### config.mk
export PLATFORM = sky130hd
export DESIGN_NAME = amm_burst_slave_mem_flat
export DESIGN_NICKNAME = d
export VERILOG_FILES = /design/src/rtl/amm_burst_slave_mem_if.sv /design/src/rtl/amm_burst_slave_mem.sv /design/src/flat_wrapper.sv
export SDC_FILE = /design/constraint.sdc
export NUM_CORES = 1
export LEC_CHECK = 0
export ABC_AREA = 0
export ABC_CLOCK_PERIOD_IN_PS = 5150
export CAP_MARGIN = 25
export CORE_MARGIN = 2
export CORE_UTILIZATION = 67
export CTS_CLUSTER_DIAMETER = 40
export CTS_CLUSTER_SIZE = 8
export DETAILED_ROUTE_END_ITERATION = 12
export DONT_BUFFER_PORTS = 1
export PLACE_DENSITY = 0.83
export REMOVE_ABC_BUFFERS = 1
export SYNTH_ARGS = -nofsm -noshare
export SYNTH_HDL_FRONTEND = slang
export SYNTH_SLANG_ARGS = --single-unit
### constraint.sdc
create_clock -name clk -period 5.15 [get_ports clk]
set_clock_uncertainty 0.15 [all_clocks]
set_input_delay 1.03 -clock clk [delete_from_list [all_inputs] [get_ports clk]]
set_output_delay 1.03 -clock clk [all_outputs]
set_load 0.02 [all_outputs]
### src/rtl/amm_burst_slave_mem_if.sv
// Avalon-MM burst bus bundle shared by the memory checker master and the
// burst slave memory model. cmd_err travels with the bus so that the slave
// reports illegal commands on the same bundle that carries them.
interface amm_burst_slave_mem_if #(
  parameter int unsigned ADDR_W  = 4,
  parameter int unsigned DATA_W  = 32,
  parameter int unsigned BURST_W = 11
);
  logic [ADDR_W-1:0]   address;
  logic                read;
  logic                write;
  logic [DATA_W/8-1:0] byteenable;
  logic [BURST_W-1:0]  burstcount;
  logic [DATA_W-1:0]   writedata;
  logic [DATA_W-1:0]   readdata;
  logic                readdatavalid;
  logic                waitrequest;
  logic                cmd_err;

  modport master (
    output address, read, write, byteenable, burstcount, writedata,
    input  readdata, readdatavalid, waitrequest, cmd_err
  );

  modport slave (
    input  address, read, write, byteenable, burstcount, writedata,
    output readdata, readdatavalid, waitrequest, cmd_err
  );
endinterface

### src/rtl/amm_burst_slave_mem.sv
// Avalon-MM burst slave memory model: word-addressed storage with byte-enable
// writes, linear wrapping bursts, fixed read latency and a one-cycle error
// pulse for illegal commands. All outputs are registered.
module amm_burst_slave_mem #(
  parameter int unsigned ADDR_W       = 4,
  parameter int unsigned DATA_W       = 32,
  parameter int unsigned BURST_W      = 11,
  parameter int unsigned READ_LATENCY = 2
) (
  input  logic                   clk,
  input  logic                   rst_n,
  amm_burst_slave_mem_if.slave   bus
);

  localparam int unsigned BE_W  = DATA_W / 8;
  localparam int unsigned DEPTH = 2 ** ADDR_W;
  localparam int unsigned LAT_W = (READ_LATENCY < 1) ? 1 : $clog2(READ_LATENCY + 1);

  typedef enum logic [1:0] {
    ST_IDLE,
    ST_WR_BURST,
    ST_RD_WAIT,
    ST_RD_BURST
  } state_e;

  state_e              state_q, state_d;
  logic [ADDR_W-1:0]   ptr_q, ptr_d;
  logic [BURST_W-1:0]  rem_q, rem_d;
  logic [LAT_W-1:0]    lat_q, lat_d;
  logic                rdv_q, rdv_d;
  logic [DATA_W-1:0]   rdata_q, rdata_d;
  logic                wait_q, wait_d;
  logic                err_q, err_d;

  logic                mem_we;
  logic [ADDR_W-1:0]   mem_waddr;
  logic [DATA_W-1:0]   mem_q [DEPTH];

  // Control registers; reset aborts any burst and holds the bus stalled.
  always_ff @(posedge clk or negedge rst_n) begin
    if (!rst_n) begin
      state_q <= ST_IDLE;
      ptr_q   <= '0;
      rem_q   <= '0;
      lat_q   <= '0;
      rdv_q   <= 1'b0;
      rdata_q <= '0;
      wait_q  <= 1'b1;
      err_q   <= 1'b0;
    end else begin
      state_q <= state_d;
      ptr_q   <= ptr_d;
      rem_q   <= rem_d;
      lat_q   <= lat_d;
      rdv_q   <= rdv_d;
      rdata_q <= rdata_d;
      wait_q  <= wait_d;
      err_q   <= err_d;
    end
  end

  // Storage array: byte-merged writes, contents survive reset.
  always_ff @(posedge clk) begin
    if (mem_we) begin
      for (int unsigned b = 0; b < BE_W; b++) begin
        if (bus.byteenable[b]) begin
          mem_q[mem_waddr][8*b +: 8] <= bus.writedata[8*b +: 8];
        end
      end
    end
  end

  // Command decode, burst sequencing and read-beat generation.
  // A read burst lingers one cycle in ST_RD_BURST with rem_q==0 after its
  // last beat so that waitrequest drops only once readdatavalid has ended.
  always_comb begin
    state_d   = state_q;
    ptr_d     = ptr_q;
    rem_d     = rem_q;
    lat_d     = lat_q;
    rdv_d     = 1'b0;
    rdata_d   = rdata_q;
    wait_d    = wait_q;
    err_d     = 1'b0;
    mem_we    = 1'b0;
    mem_waddr = ptr_q;

    case (state_q)
      ST_IDLE: begin
        wait_d = 1'b0;
        if (!wait_q) begin
          if (bus.write) begin
            if (bus.burstcount == '0) begin
              err_d = 1'b1;
            end else begin
              mem_we    = 1'b1;
              mem_waddr = bus.address;
              err_d     = bus.read;
              if (bus.burstcount != BURST_W'(1)) begin
                state_d = ST_WR_BURST;
                ptr_d   = bus.address + ADDR_W'(1);
                rem_d   = bus.burstcount - BURST_W'(1);
              end
            end
          end else if (bus.read) begin
            if (bus.burstcount == '0) begin
              err_d = 1'b1;
            end else begin
              state_d = ST_RD_WAIT;
              ptr_d   = bus.address;
              rem_d   = bus.burstcount;
              lat_d   = LAT_W'(READ_LATENCY - 1);
              wait_d  = 1'b1;
            end
          end
        end
      end

      ST_WR_BURST: begin
        wait_d = 1'b0;
        err_d  = bus.read;
        if (bus.write) begin
          mem_we = 1'b1;
          ptr_d  = ptr_q + ADDR_W'(1);
          rem_d  = rem_q - BURST_W'(1);
          if (rem_q == BURST_W'(1)) begin
            state_d = ST_IDLE;
          end
        end
      end

      ST_RD_WAIT: begin
        wait_d = 1'b1;
        if (lat_q != '0) begin
          lat_d = lat_q - LAT_W'(1);
        end else begin
          state_d = ST_RD_BURST;
          rdv_d   = 1'b1;
          rdata_d = mem_q[ptr_q];
          ptr_d   = ptr_q + ADDR_W'(1);
          rem_d   = rem_q - BURST_W'(1);
        end
      end

      ST_RD_BURST: begin
        if (rem_q == '0) begin
          state_d = ST_IDLE;
          wait_d  = 1'b0;
        end else begin
          wait_d  = 1'b1;
          rdv_d   = 1'b1;
          rdata_d = mem_q[ptr_q];
          ptr_d   = ptr_q + ADDR_W'(1);
          rem_d   = rem_q - BURST_W'(1);
        end
      end

      default: begin
        state_d = ST_IDLE;
      end
    endcase
  end

  assign bus.readdata      = rdata_q;
  assign bus.readdatavalid = rdv_q;
  assign bus.waitrequest   = wait_q;
  assign bus.cmd_err       = err_q;

endmodule

### src/flat_wrapper.sv
// flat-port wrapper written by rule: the top's interface ports become plain ports
module amm_burst_slave_mem_flat 
#(
  parameter int unsigned ADDR_W       = 4,
  parameter int unsigned DATA_W       = 32,
  parameter int unsigned BURST_W      = 11,
  parameter int unsigned READ_LATENCY = 2
)
  (clk, rst_n, bus_address, bus_read, bus_write, bus_byteenable, bus_burstcount, bus_writedata, bus_readdata, bus_readdatavalid, bus_waitrequest, bus_cmd_err);
  amm_burst_slave_mem_if #(.ADDR_W(ADDR_W), .DATA_W(DATA_W), .BURST_W(BURST_W)) bus_i ();
  input  logic clk;
  input  logic rst_n;
  input wire logic [$bits(bus_i.address)-1:0] bus_address;
  input wire logic [$bits(bus_i.read)-1:0] bus_read;
  input wire logic [$bits(bus_i.write)-1:0] bus_write;
  input wire logic [$bits(bus_i.byteenable)-1:0] bus_byteenable;
  input wire logic [$bits(bus_i.burstcount)-1:0] bus_burstcount;
  input wire logic [$bits(bus_i.writedata)-1:0] bus_writedata;
  output wire logic [$bits(bus_i.readdata)-1:0] bus_readdata;
  output wire logic [$bits(bus_i.readdatavalid)-1:0] bus_readdatavalid;
  output wire logic [$bits(bus_i.waitrequest)-1:0] bus_waitrequest;
  output wire logic [$bits(bus_i.cmd_err)-1:0] bus_cmd_err;
  assign bus_i.address = bus_address;
  assign bus_i.read = bus_read;
  assign bus_i.write = bus_write;
  assign bus_i.byteenable = bus_byteenable;
  assign bus_i.burstcount = bus_burstcount;
  assign bus_i.writedata = bus_writedata;
  assign bus_readdata = bus_i.readdata;
  assign bus_readdatavalid = bus_i.readdatavalid;
  assign bus_waitrequest = bus_i.waitrequest;
  assign bus_cmd_err = bus_i.cmd_err;
  amm_burst_slave_mem #(.ADDR_W(ADDR_W), .DATA_W(DATA_W), .BURST_W(BURST_W), .READ_LATENCY(READ_LATENCY)) u_core (.clk(clk), .rst_n(rst_n), .bus(bus_i));
endmodule
==> qor.csv <==
metric;value;unit
grt_antenna_before_repair;0;
max_cap_viol_count;0;
commonest_non_fill_non_tap_cell_in_the_layout;edfxtp_1;
worst_ir_drop_vdd;0.454;mV
cts_inserted_buffers;81;
routedWlPerCell;31.9;microns
cts_post_setup_buffers_inserted;0;
worst-r2r-setup-slack;1.54;ns
post_synth.cell_area_avg;19.0;sq um
end_kind;register;
design.portCount;90;
io_buffers;0;
core_area;33600;sq um
worst_setup_path_startpoint;bus_burstcount[0];
area_growth;12.4;%
layout_common_cells;edfxtp_1, mux4_2, nor2_1, clkbuf_16, clkbuf_1;
clock_edge_transition_at_the_registers_on_the_reported_setup_and_hold_paths;0.05;ns
area_of_the_die;35700;sq um
timing.critical_path.arrival;3.67;ns
power.leakage;8.35;nW
netlist_area;22900;sq um
via_count;12490;
drc;0;
synth_warn;0;
timing.rr.start;u_core.state_q[1];
ff_latch_area;16700;sq um
worst_path_largest_cell_delay;0.82;ns
grt_remaining_overflow;0;
die_h;189;microns
post_synth_num_cell_types;63;
post_cts_resized;0;
cts-hold-fix-buffers;1;
starting_density_of_the_core;68.1;%
timing.final.crit_share;70.1;%
max_slew_margin;30.2;%
route.detailed.vias_per_inst;7.08;
finalHoldViolations;0;
async_flop_share;9.54;%
max-clock-path-buffers;3;
drv_slew;0;
slowest_stage;nor2_1;
critPathRequiredTime;5.22;ns
critical_path_cell_sequence;inv_1, ha_1, nor4b_2, a31oi_1, o211a_1, nand2_1, nor2_1;
sinks_on_the_clock_net;566;
tritoncts;yes;
clock_latency;0.62;ns
drtIter0Drc;2169;
drt-total-wl;56200;microns
grtUsageTotal;32.9;%
ys_seq_area_share;73.0;%
globalplace.congestion;0.859;
antenna_left;0;
maxClockFrequency;277;MHz
clockRootBuffer;clkbuf_16;
number_of_enable_type_register_cells_in_the_synthesized_netlist;512;
final_nets;1308;
multi_input_comb_area;5740;sq um
outcome;completed;
synth_flop_cell;edfxtp_1;
power.density;557;nW/um^2
placement_rows;67;
grt_setup_unrepaired;no;
finalWorstPathRequiredPeriod;3.61;ns
core_util_final;76.5;%
worst_path_fanout_max;16;
timing.setup.critical_path_class;in -> reg;
cts-htree-levels;3;
number_of_global_route_vias_before_repair;12747;
p_total;14.3;mW
n_antenna_cell;0;
filler_cell_count;1662;
timing_worst_slew_pin_value;1.04;ns
drt_first_pass_iters;6;
worst_setup_path_start_kind;input port;
die_width;189;microns
finalSetupViolCount;0;
class_of_the_tightest_hold_or_removal_check;in -> async;
wire_length_of_the_first_global_routing_pass;84300;microns
postSynthCellCount;1208;
largest_net_degree_at_the_start_of_global_routing;81;
postSynthRegisterBits;566;
detailed_place_hpwl;31700;microns
drive_above_1_share;21.5;%
critical path: cells and delay by family:
kind / cells / cell delay (ns)
adder cells (fa/ha/maj): 1 / 0.22
AO/OA/AOI/OAI: 2 / 0.76
buffers and inverters: 1 / 0.02
AND/OR/NAND/NOR: 3 / 1.62
power breakdown:
part | total, mW | internal, mW | switching, mW
combinational | 3.45 | 1.60 | 1.85
sequential | 5.91 | 5.38 | 0.526
clock | 4.98 | 2.98 | 2.00
total | 14.3 | 9.96 | 4.38
registers in the layout, indices dropped and copies added (netlist names):
name                      count
u_core.ptr_q                  4
u_core.bus.readdatavalid      1
u_core.bus.waitrequest        1
u_core.rem_q                 11
u_core.bus.readdata          32
u_core.bus.cmd_err            1
u_core.mem_q                512
u_core.lat_q                  2
u_core.state_q                2
cells by family (layout without fill, tap and decap cells):
| kind of cell | Yosys count | after routing | share of synthesized area (%) |
|---|---|---|---|
| DFF | 566 | 566 | 73.0 |
| muxes | 216 | 216 | 16.3 |
| and+or+nand+nor | 183 | 183 | 3.90 |
| AOI/OAI and AO/OA | 137 | 137 | 3.95 |
| buffers and inverters | 86 | 193 | 1.93 |
| xor gates and xnor gates | 13 | 13 | 0.497 |
| adders and majority gates | 7 | 7 | 0.382 |
metrics by stage:
| step | cell area, sq um | setup slack [ns] | cells | setup TNS (ns) | hold slack (ns) |
|---|---|---|---|---|---|
| 3_3_place_gp | 23300 | 0.846 | 1607 | 0 | 0.314 |
| 6_report | 25700 | 1.54 | 1763 | 0 | 0.132 |
| 2_1_floorplan | 22500 | -2.26 | 1139 | -1040.25 | 0.292 |
| 4_1_cts | 25700 | 1.00 | 1760 | 0 | 0.114 |
| 5_1_grt | 25700 | 1.48 | 1763 | 0 | 0.116 |
| 3_5_place_dp | 23300 | 0.641 | 1607 | 0 | 0.332 |
worst paths after layout:
check / endpoint / depth (start not counted)
max in group asynchronous: u_core.ptr_q[0] / 1
setup / recovery: u_core.mem_q[3][10] / 7
min in group clk: u_core.mem_q[8][5] / 0
setup reg to reg: u_core.mem_q[13][10] / 6
hold / removal: u_core.bus.waitrequest / 0
hold reg to reg: u_core.lat_q[0] / 1
cells in the mapped netlist, types with 7 or more instances:
library cell,count,area (sq um)
buf_4,8,60.1
inv_1,16,60.1
o21ai_0,48,240
mux2i_1,61,611
clkbuf_1,31,116
dfrtp_1,53,1330
nor2_1,81,304
edfxtp_1,512,15400
nor3_1,16,80.1
nand2_1,30,113
mux2_2,32,360
xor2_1,7,61.3
a41oi_1,8,70.1
ha_1,7,87.6
a221oi_1,19,166
buf_2,17,85.1
buf_6,9,101
a21oi_1,14,70.1
a31oi_1,22,138
nor4_1,10,62.6
mux4_2,122,2750
area by class of cell:
type                    count  share of cell area, %
clock buffers             143                   8.78
clock inverters             9                  0.564
inverters                  17                  0.248
multi-input cells         556                   22.3
flip-flops and latches    566                   65.0
well taps                 448                   2.18
repair buffers             24                  0.856
metal layers:
metal / track usage (%) / part of all wire, %
met3: 8.06 / 12
met4: 10.6 / 3.0
met2: 51.8 / 49
met5: 0 / 0
met1: 46.5 / 36
(Power assumes the default switching activity.)
